===== config.mk =====
export PLATFORM = sky130hd
export DESIGN_NAME = fpu_cmd_scheduler
export DESIGN_NICKNAME = d
export VERILOG_FILES = /design/src/rtl/fpu_cmd_scheduler.sv
export SDC_FILE = /design/constraint.sdc
export NUM_CORES = 1
export LEC_CHECK = 0
export CAP_MARGIN = 20
export CORE_MARGIN = 4
export CORE_UTILIZATION = 30
export DETAILED_ROUTE_END_ITERATION = 7
export PLACE_DENSITY_LB_ADDON = 0.15
export SYNTH_ARGS = -nofsm -noshare
export SYNTH_HDL_FRONTEND = slang
export SYNTH_SLANG_ARGS = --single-unit

===== constraint.sdc =====
create_clock -name clk -period 10.7 [get_ports clk]
set_input_delay 1.605 -clock clk [delete_from_list [all_inputs] [get_ports clk]]
set_output_delay 1.605 -clock clk [all_outputs]
set_load 0.05 [all_outputs]

===== src/rtl/fpu_cmd_scheduler.sv =====
// Queued FPU command front end: command FIFO -> one-at-a-time issue -> tagged result FIFO.
// Define FPU_SCHED_TIMEOUT_EN to add a WAIT watchdog and the FIFO-carried rsp_timeout flag.
module fpu_cmd_scheduler #(
  parameter int WIDTH     = 32,
  parameter int CMD_DEPTH = 4,
  parameter int RSP_DEPTH = 4,
  parameter int TAG_W     = 4,
  parameter int TIMEOUT   = 64
) (
  input  logic             clk,
  input  logic             rst_l,
  input  logic             cmd_valid,
  output logic             cmd_ready,
  input  logic [3:0]       cmd_opsel,
  input  logic [1:0]       cmd_op,
  input  logic [2:0]       cmd_frm,
  input  logic [WIDTH-1:0] cmd_a,
  input  logic [WIDTH-1:0] cmd_b,
  input  logic [WIDTH-1:0] cmd_c,
  input  logic [TAG_W-1:0] cmd_tag,
  output logic [10:0]      fu_valid,
  output logic [1:0]       fu_op,
  output logic [2:0]       fu_frm,
  output logic [WIDTH-1:0] fu_a,
  output logic [WIDTH-1:0] fu_b,
  output logic [WIDTH-1:0] fu_c,
  input  logic [WIDTH-1:0] fu_result,
  input  logic [4:0]       fu_exc,
  input  logic             fu_done,
  output logic             rsp_valid,
  input  logic             rsp_ready,
  output logic [WIDTH-1:0] rsp_data,
  output logic [4:0]       rsp_exc,
  output logic [TAG_W-1:0] rsp_tag,
  output logic             rsp_illegal,
`ifdef FPU_SCHED_TIMEOUT_EN
  output logic             rsp_timeout,
`endif
  output logic [4:0]       exc_sticky,
  input  logic             exc_clr,
  output logic             busy
);
  localparam int CA = $clog2(CMD_DEPTH);
  localparam int RA = $clog2(RSP_DEPTH);

  typedef struct packed {
    logic [3:0]       opsel;
    logic [1:0]       op;
    logic [2:0]       frm;
    logic [WIDTH-1:0] a;
    logic [WIDTH-1:0] b;
    logic [WIDTH-1:0] c;
    logic [TAG_W-1:0] tag;
  } cmd_t;

  typedef struct packed {
    logic [WIDTH-1:0] data;
    logic [4:0]       exc;
    logic [TAG_W-1:0] tag;
    logic             illegal;
`ifdef FPU_SCHED_TIMEOUT_EN
    logic             timeout;
`endif
  } rsp_t;

  typedef enum logic [1:0] {IDLE, EXEC, WAIT, RESP} state_t;
  state_t state;

  // command FIFO; extra pointer bit separates full from empty
  cmd_t        cmd_mem [CMD_DEPTH];
  cmd_t        head;
  logic [CA:0] cmd_wr, cmd_rd;
  logic        cmd_empty, cmd_full, cmd_push, cmd_pop;
  logic        head_illegal, head_long;

  assign cmd_empty = (cmd_wr == cmd_rd);
  assign cmd_full  = (cmd_wr[CA] != cmd_rd[CA]) && (cmd_wr[CA-1:0] == cmd_rd[CA-1:0]);
  assign cmd_ready = !cmd_full;
  assign cmd_push  = cmd_valid && !cmd_full;
  assign cmd_pop   = (state == IDLE) && !cmd_empty;
  assign head      = cmd_mem[cmd_rd[CA-1:0]];

  assign head_illegal = (head.opsel > 4'd10) ||
                        (((head.opsel == 4'd1) || (head.opsel == 4'd2)) && (head.op == 2'd3));
  assign head_long    = (head.opsel == 4'd9) || (head.opsel == 4'd10);

  always_ff @(posedge clk)
    if (cmd_push) cmd_mem[cmd_wr[CA-1:0]] <= cmd_t'{cmd_opsel, cmd_op, cmd_frm, cmd_a, cmd_b, cmd_c, cmd_tag};

  always_ff @(posedge clk or negedge rst_l)
    if (!rst_l) begin
      cmd_wr <= '0;
      cmd_rd <= '0;
    end else begin
      if (cmd_push) cmd_wr <= cmd_wr + 1'b1;
      if (cmd_pop)  cmd_rd <= cmd_rd + 1'b1;
    end

  // result FIFO; storage is reset so the rsp_* outputs read 0 out of reset
  rsp_t        rsp_mem [RSP_DEPTH];
  rsp_t        res, rsp_head;
  logic [RA:0] rsp_wr, rsp_rd;
  logic        rsp_empty, rsp_full, rsp_push, rsp_pop;

  assign rsp_empty = (rsp_wr == rsp_rd);
  assign rsp_full  = (rsp_wr[RA] != rsp_rd[RA]) && (rsp_wr[RA-1:0] == rsp_rd[RA-1:0]);
  assign rsp_push  = (state == RESP) && !rsp_full;
  assign rsp_pop   = rsp_valid && rsp_ready;
  assign rsp_head  = rsp_mem[rsp_rd[RA-1:0]];

  assign rsp_valid   = !rsp_empty;
  assign rsp_data    = rsp_head.data;
  assign rsp_exc     = rsp_head.exc;
  assign rsp_tag     = rsp_head.tag;
  assign rsp_illegal = rsp_head.illegal;
`ifdef FPU_SCHED_TIMEOUT_EN
  assign rsp_timeout = rsp_head.timeout;
`endif
  assign busy = (state != IDLE) || !cmd_empty || !rsp_empty;

  always_ff @(posedge clk or negedge rst_l)
    if (!rst_l) begin
      rsp_wr <= '0;
      rsp_rd <= '0;
      for (int i = 0; i < RSP_DEPTH; i++) rsp_mem[i] <= '0;
    end else begin
      if (rsp_push) begin
        rsp_mem[rsp_wr[RA-1:0]] <= res;
        rsp_wr <= rsp_wr + 1'b1;
      end
      if (rsp_pop) rsp_rd <= rsp_rd + 1'b1;
    end

  logic [TAG_W-1:0] ex_tag;
  logic             ex_illegal, ex_long;
`ifdef FPU_SCHED_TIMEOUT_EN
  localparam int TW = $clog2(TIMEOUT + 1);
  logic [TW-1:0] wait_cnt;
`endif

  always_ff @(posedge clk or negedge rst_l)
    if (!rst_l) begin
      state      <= IDLE;
      fu_valid   <= '0;
      fu_op      <= '0;
      fu_frm     <= '0;
      fu_a       <= '0;
      fu_b       <= '0;
      fu_c       <= '0;
      ex_tag     <= '0;
      ex_illegal <= 1'b0;
      ex_long    <= 1'b0;
      res        <= '0;
`ifdef FPU_SCHED_TIMEOUT_EN
      wait_cnt   <= '0;
`endif
    end else begin
      case (state)
        IDLE: if (cmd_pop) begin
          fu_op      <= head.op;
          fu_frm     <= head.frm;
          fu_a       <= head.a;
          fu_b       <= head.b;
          fu_c       <= head.c;
          ex_tag     <= head.tag;
          ex_illegal <= head_illegal;
          ex_long    <= head_long;
          fu_valid   <= head_illegal ? 11'd0 : (11'd1 << head.opsel);
          state      <= EXEC;
        end
        EXEC: begin
          fu_valid    <= '0;
          res.tag     <= ex_tag;
          res.illegal <= ex_illegal;
`ifdef FPU_SCHED_TIMEOUT_EN
          res.timeout <= 1'b0;
          wait_cnt    <= '0;
`endif
          if (ex_illegal) begin
            res.data <= '0;
            res.exc  <= '0;
            state    <= RESP;
          end else if (ex_long) begin
            state    <= WAIT;
          end else begin
            res.data <= fu_result;
            res.exc  <= fu_exc;
            state    <= RESP;
          end
        end
        WAIT: if (fu_done) begin
          res.data <= fu_result;
          res.exc  <= fu_exc;
          state    <= RESP;
        end
`ifdef FPU_SCHED_TIMEOUT_EN
        else if (wait_cnt == TW'(TIMEOUT - 1)) begin
          res.data    <= '0;
          res.exc     <= 5'b00001;
          res.illegal <= 1'b1;
          res.timeout <= 1'b1;
          state       <= RESP;
        end else begin
          wait_cnt <= wait_cnt + 1'b1;
        end
`endif
        RESP: if (rsp_push) state <= IDLE;
        default: state <= IDLE;
      endcase
    end

  // a clear coinciding with a push keeps only the new flags
  always_ff @(posedge clk or negedge rst_l)
    if (!rst_l)        exc_sticky <= '0;
    else if (exc_clr)  exc_sticky <= rsp_push ? res.exc : 5'd0;
    else if (rsp_push) exc_sticky <= exc_sticky | res.exc;

endmodule


==> flow_metrics.tcl, run 1 <==
set metrics [dict create \
    worstSkewPairLatency_ns 0.64 \
    cts_sinks 783 \
    initial_core_util 0.304 \
    final_nets 2043 \
    maxSlewViolCount 0 \
    synth_xor_area_frac 0.00437 \
    endpoint_kind "output port" \
    place.gp.congestion 0.694 \
    synth_area_sq_mm 0.0300 \
    ant_nets 0 \
    overflow 0 \
    relSlewSlack 0.303 \
    cts_resized 0 \
    reg2reg_depth 4 \
    outcome "finished clean" \
    yosys_most_used_dff "edfxtp_1" \
    yosysSeqAreaShare 0.725 \
    rsz0062_at_grt "false" \
    critPathKind "register to output port" \
    setup_viol 0 \
    drt-wirelength-per-cell_um 22.9 \
    drc 0 \
    synth_cells 1524 \
    drive_gt1_frac 0.316 \
    dieArea_sq_mm 0.105 \
    cts_root_buffer "clkbuf_16" \
    synthMuxAreaShare 0.219 \
    fin_crit_ns 4.97 \
    fin_crit_sh 0.465 \
    yosys_warnings 0 \
    vias 15100 \
    yosys.area_share.simple 0.0173 \
    wirelength_um 74200 \
    arrival_ns 3.37 \
    rows 115 \
    avgSynthCellArea_sq_um 19.7 \
    cts_setup_buffers 0 \
    hold_depth 1 \
    required_ns 9.10 \
    die_w_um 324 \
    synth-seq-cells 783 \
    path_clk_slew_ns 0.06 \
    drt_pass1_iterations 4 \
    core_area_sq_mm 0.0989 \
    postLayoutCoreUtil 0.382 \
    postCtsHoldBufs 0 \
    ios 314 \
    powerDensity_mw_per_mm2 343 \
    grt_max_degree 125 \
    final_common_cell "edfxtp_1" \
    dpl.hpwl_um 44500 \
    htree_levels 3 \
    area_growth_pct 25.9 \
    synth_edf_count 436 \
    setup_tns_ns 0 \
    max-vdd-ir-drop_uv 242 \
    via_per_inst 4.65 \
    p_leak_nw 14.0 \
    synth.distinct_cells 44 \
    drt-initial-drc-count 694 \
    synth_compound_area_frac 0.0142 \
    finalClockSkew_ns 0.0261 \
    reg2reg_to "cmd_mem[2][39]" \
    clock.fmax_ghz 0.201 \
    grt_usage 0.142 \
    grt_pass1_vias 17000 \
    async_flop_share 0.443 \
    worst_hold_slack_ns 0.494 \
    cts_inserted_buffers 90 \
    hold_class "register to register" \
    synth_top_family_by_area "multiplexers" \
    maxCapViolations 0 \
    hold_violations 0 \
    rrSetupSlack_ns 6.72 \
    cts.path.max_buffers 3 \
    cts_tree "built" \
    synthesis.nets 1691 \
    worstReg2RegStart "cmd_rd[0]" \
    die_y_um 324 \
    grt_pass1_wl_um 112000 \
    worstHoldStart "fu_valid[9]" \
    yosys.area_share.adder 0.00625 \
    hold_end "fu_valid[9]" \
    cp_max_fo 35 \
    io_buffer_count 313 \
    antenna_found_initial 16 \
    tightest_slew_ns 1.05 \
    final_cell_mix "edfxtp_1, dfrtp_1, clkdlybuf4s50_1" \
    worst_setup_path_start_kind "register" \
]
==> cell families (layout without fill, tap and decap cells) <==
| family | count (synthesis) | count (layout) |
|---|---|---|
| flops | 783 | 783 |
| mux | 432 | 432 |
| simple gates | 117 | 117 |
| buf+inv | 94 | 523 |
| compound gates | 68 | 68 |
| fa+ha+maj | 15 | 15 |
| xor+xnor | 15 | 15 |
| other cells | 0 | 4 |
==> metal layers <==
layer | part of all wire | GRT usage | vias up
li1 | - | - | 6639
met3 | 0.061 | 0.0446 | 126
met1 | 0.41 | 0.174 | 7955
met2 | 0.51 | 0.244 | 335
met5 | 0.0018 | 0 | -
met4 | 0.022 | 0.0355 | 20
==> critical path, cell delays in order, from the launching register on <==
cell             delay [ns]
dfrtp_4                0.75
xnor2_1                0.49
nand4_1                0.33
or2_2                  0.42
clkdlybuf4s50_1        0.72
==> where the power goes <==
group	leakage, nW	internal (mW)	switching [mW]	total [mW]
clock network	1.50	1.89	1.24	3.14
logic	4.22	2.11	2.97	5.08
registers	8.32	4.24	0.511	4.75
total	14.0	8.24	4.73	13.0
==> through the flow <==
| step | std cells | setup WS, ns | instance area (sq um) | power [mW] |
|---|---|---|---|---|
| after CTS | 3238 | 5.60 | 37700 | 13.3 |
| final | 3244 | 5.73 | 37800 | 13.0 |
| after global routing | 3240 | 5.48 | 37800 | 13.7 |
| after detailed placement | 3069 | 5.71 | 34700 | 10.0 |
| after global placement | 3068 | 5.75 | 34600 | 9.95 |
| after floorplan | 1524 | 5.65 | 30000 | 8.25 |
==> how the worst max path moves through the flow <==
stage                    from             end  slack [ns]  cells after the start
floorplan           cmd_valid   cmd_mem[3][0]        5.65                      3
global placement    cmd_valid  cmd_mem[2][33]        5.75                      5
detailed placement  cmd_valid  cmd_mem[1][63]        5.71                      5
CTS                 cmd_rd[0]            busy        5.60                      4
global route        cmd_rd[0]            busy        5.48                      4
finish              cmd_rd[0]            busy        5.73                      4
==> layout make-up <==
type,count,area (sq um)
Multi-Input combinational cell,647,7870
Inverter,16,60.1
Clock buffer,130,2560
Timing Repair Buffer,338,3390
Clock inverter,39,519
Antenna cell,4,10.0
Sequential cell,783,21800
Tap cell,1287,1610
Fill cell,9029,61000
==> synth_stat cells (2+ instances only) <==
library cell / n / share of area
nor2_1: 2 / 0.00025
clkbuf_1: 25 / 0.0031
inv_1: 16 / 0.0020
a22o_1: 2 / 0.00058
nand2_2: 2 / 0.00042
ha_1: 15 / 0.0062
nand2b_1: 5 / 0.0010
a31oi_1: 2 / 0.00042
o2bb2ai_1: 5 / 0.0015
o21ai_0: 45 / 0.0075
mux4_2: 150 / 0.11
buf_1: 5 / 0.00063
a32o_1: 2 / 0.00067
nand4_1: 2 / 0.00042
edfxtp_1: 436 / 0.44
buf_2: 47 / 0.0078
or3_1: 2 / 0.00042
o2bb2ai_2: 2 / 0.0010
nand3_1: 4 / 0.00067
dfrtp_1: 347 / 0.29
and2_1: 4 / 0.00083
xor2_1: 4 / 0.0012
mux2_2: 281 / 0.11
nand3b_1: 2 / 0.00050
xnor2_1: 11 / 0.0032
nor3_1: 3 / 0.00050
nand2_1: 86 / 0.011
==> registers in the layout, summed over array words and instances, names as in the netlist, 4 cells and up <==
signal and flops:
cmd_mem 436, rsp_mem 168, res 42, fu_a 32, fu_b 32, fu_c 32, fu_valid 11, exc_sticky 5
ex_tag 4
Note: power is estimated with default switching activity, not from simulation.
==> inputs of run 2 (changes only) <==
- clock period: 10.7 -> 4.9 ns (I/O delays scaled with it)
==> run 2 against run 1 <==
Via count grew 0.59%; global-route usage fell by 0.16 points; clock-buffer cell count shrank 10; sequential share of layout area fell by 0.17 points; sequential cell count did not move; first-iteration DRC count up 0.14%; clock power up 120%; critical endpoint is now rsp_data[16]; highest routed layer unchanged.
==> flow_metrics.tcl, run 2 (synthesis gave the netlist of run 1 again) <==
set metrics [dict create \
    postCtsHoldBufs 0 \
    via_per_inst 4.66 \
    p_sw_mw 10.4 \
    initial_core_util 0.304 \
    cp_max_fo 25 \
    max_stage_delay_ns 0.80 \
    largest_register_ffs 436 \
    core_area_sq_mm 0.0989 \
    worst_setup_path_start_kind "register" \
    multi_input_area_sq_mm 0.00787 \
    io_buffer_count 313 \
    seqCellArea_sq_mm 0.0218 \
    cts_inserted_buffers 90 \
    cts_resized 0 \
    worstSkewPairLatency_ns 0.66 \
    critPathKind "register to output port" \
    overflow 0 \
    rsz0062_at_grt "false" \
    ant_nets 0 \
    cts.path.max_buffers 3 \
    maxCapViolations 0 \
    final_common_cell "edfxtp_1" \
    hold_class "input pin to async pin" \
    outcome "finished clean" \
    grt_max_degree 97 \
    hold_violations 0 \
    seqPwrFrac 0.369 \
    cts_setup_buffers 0 \
    cts_root_buffer "clkbuf_16" \
    drt-wirelength-per-cell_um 22.6 \
    place.gp.congestion 0.700 \
    p_int_mw 17.9 \
    dpl.hpwl_um 44900 \
    setup_tns_ns 0 \
    p_sw_frac 0.366 \
    cts_tree "built" \
    powerDensity_mw_per_mm2 746 \
    cts_sinks 783 \
    fin_crit_sh 0.827 \
    p_leak_nw 14.1 \
    drt-initial-drc-count 695 \
    crit_chain "buf_4 > mux4_2 > clkdlybuf4s50_1" \
    rows 115 \
    path_clk_slew_ns 0.06 \
    wirelength_um 73600 \
    ios 314 \
    cp_slowest_cell "dfrtp_4" \
    htree_levels 3 \
    clock.fmax_ghz 0.247 \
    drc 0 \
    grt_pass1_wl_um 112000 \
    drt_pass1_iterations 4 \
    drive_gt1_frac 0.320 \
    nFillCells 9105 \
    required_ns 4.16 \
    tightest_slew_ns 0.998 \
    die_y_um 324 \
    setup_viol 0 \
    endpoint_kind "output port" \
    maxSlewViolCount 0 \
    grt_pass1_vias 17100 \
    area_growth_pct 26.3 \
    cp.depth 3 \
    arrival_ns 3.32 \
    relSlewSlack 0.334 \
    antenna_found_initial 21 \
    die_w_um 324 \
    fin_crit_ns 4.05 \
    cp_num_buf_inv 2 \
    grt_usage 0.140 \
    comb_power_share 0.390 \
    postLayoutCoreUtil 0.384 \
    max-vdd-ir-drop_uv 377 \
    reg2reg_depth 4 \
    final_cell_mix "edfxtp_1, dfrtp_1, clkdlybuf4s50_1" \
    dieArea_sq_mm 0.105 \
    final_nets 2053 \
    crit_family "buffers and inverters" \
    finalClockSkew_ns 0.0397 \
    pwr-share-clk 0.240 \
    vias 15200 \
]
==> run 2: cell types whose count changed in the layout (fill, tap and decap cells not counted) <==
cell | before | now
inv_6 | 1 | 2
clkinv_4 | 0 | 2
clkbuf_8 | 12 | 11
clkinv_16 | 3 | 4
buf_16 | 3 | 0
buf_12 | 0 | 9
diode_2 | 4 | 8
clkinv_1 | 3 | 7
clkinv_2 | 17 | 19
clkbuf_16 | 92 | 90
buf_4 | 22 | 26
clkinvlp_4 | 5 | 3
clkbuf_1 | 26 | 19
==> run 2: final cells by class <==
class	instances	area share
timing repair buffer	348	0.0926
tap	1287	0.0425
inverter	16	0.00158
sequential	783	0.575
antenna	8	0.000528
clock inverter	47	0.0154
multi-input combinational	647	0.208
clock buffer	120	0.0653
==> run 2: layer usage <==
layer / GRT usage / up-vias / part of all wire
li1: - / 6670 / -
met1: 0.169 / 8007 / 0.40
met2: 0.238 / 332 / 0.50
met3: 0.0530 / 135 / 0.076
met4: 0.0352 / 20 / 0.021
met5: 0 / - / 0.0019
==> run 2: path summary, 6_finish.rpt <==
kind                                  start  slack [ns]              to
worst min register to register  fu_valid[7]        0.49     fu_valid[7]
worst max register to register    cmd_rd[1]        1.71  cmd_mem[0][15]
max in group asynchronous             rst_l        3.70       cmd_rd[1]
worst max-delay path              rsp_rd[0]        0.85    rsp_data[16]
worst min-delay path                  rst_l        0.12    rsp_mem[116]
min in group clk                fu_valid[7]        0.49     fu_valid[7]
==> run 2: power groups by stage <==
stage,Clock (mW),Combinational (mW),Sequential (mW)
global placement,0,11.3,10.5
CTS,7.05,11.4,10.5
finish,6.80,11.0,10.5
floorplan,0,6.26,11.8
detailed placement,0,11.4,10.6
global route,7.36,11.8,10.7
==> run 2: through the flow <==
stage | cells | worst slack (ns) | power [mW] | area, sq um | hold slack, ns
2_1_floorplan | 1524 | 0.697 | 18.0 | 30000 | 0.439
3_3_place_gp | 3081 | 1.47 | 21.8 | 34800 | 0.480
3_5_place_dp | 3081 | 1.44 | 22.0 | 34800 | 0.482
4_1_cts | 3248 | 0.698 | 29.0 | 37900 | 0.129
5_1_grt | 3248 | 0.576 | 29.9 | 37900 | 0.148
6_report | 3256 | 0.847 | 28.3 | 37900 | 0.122
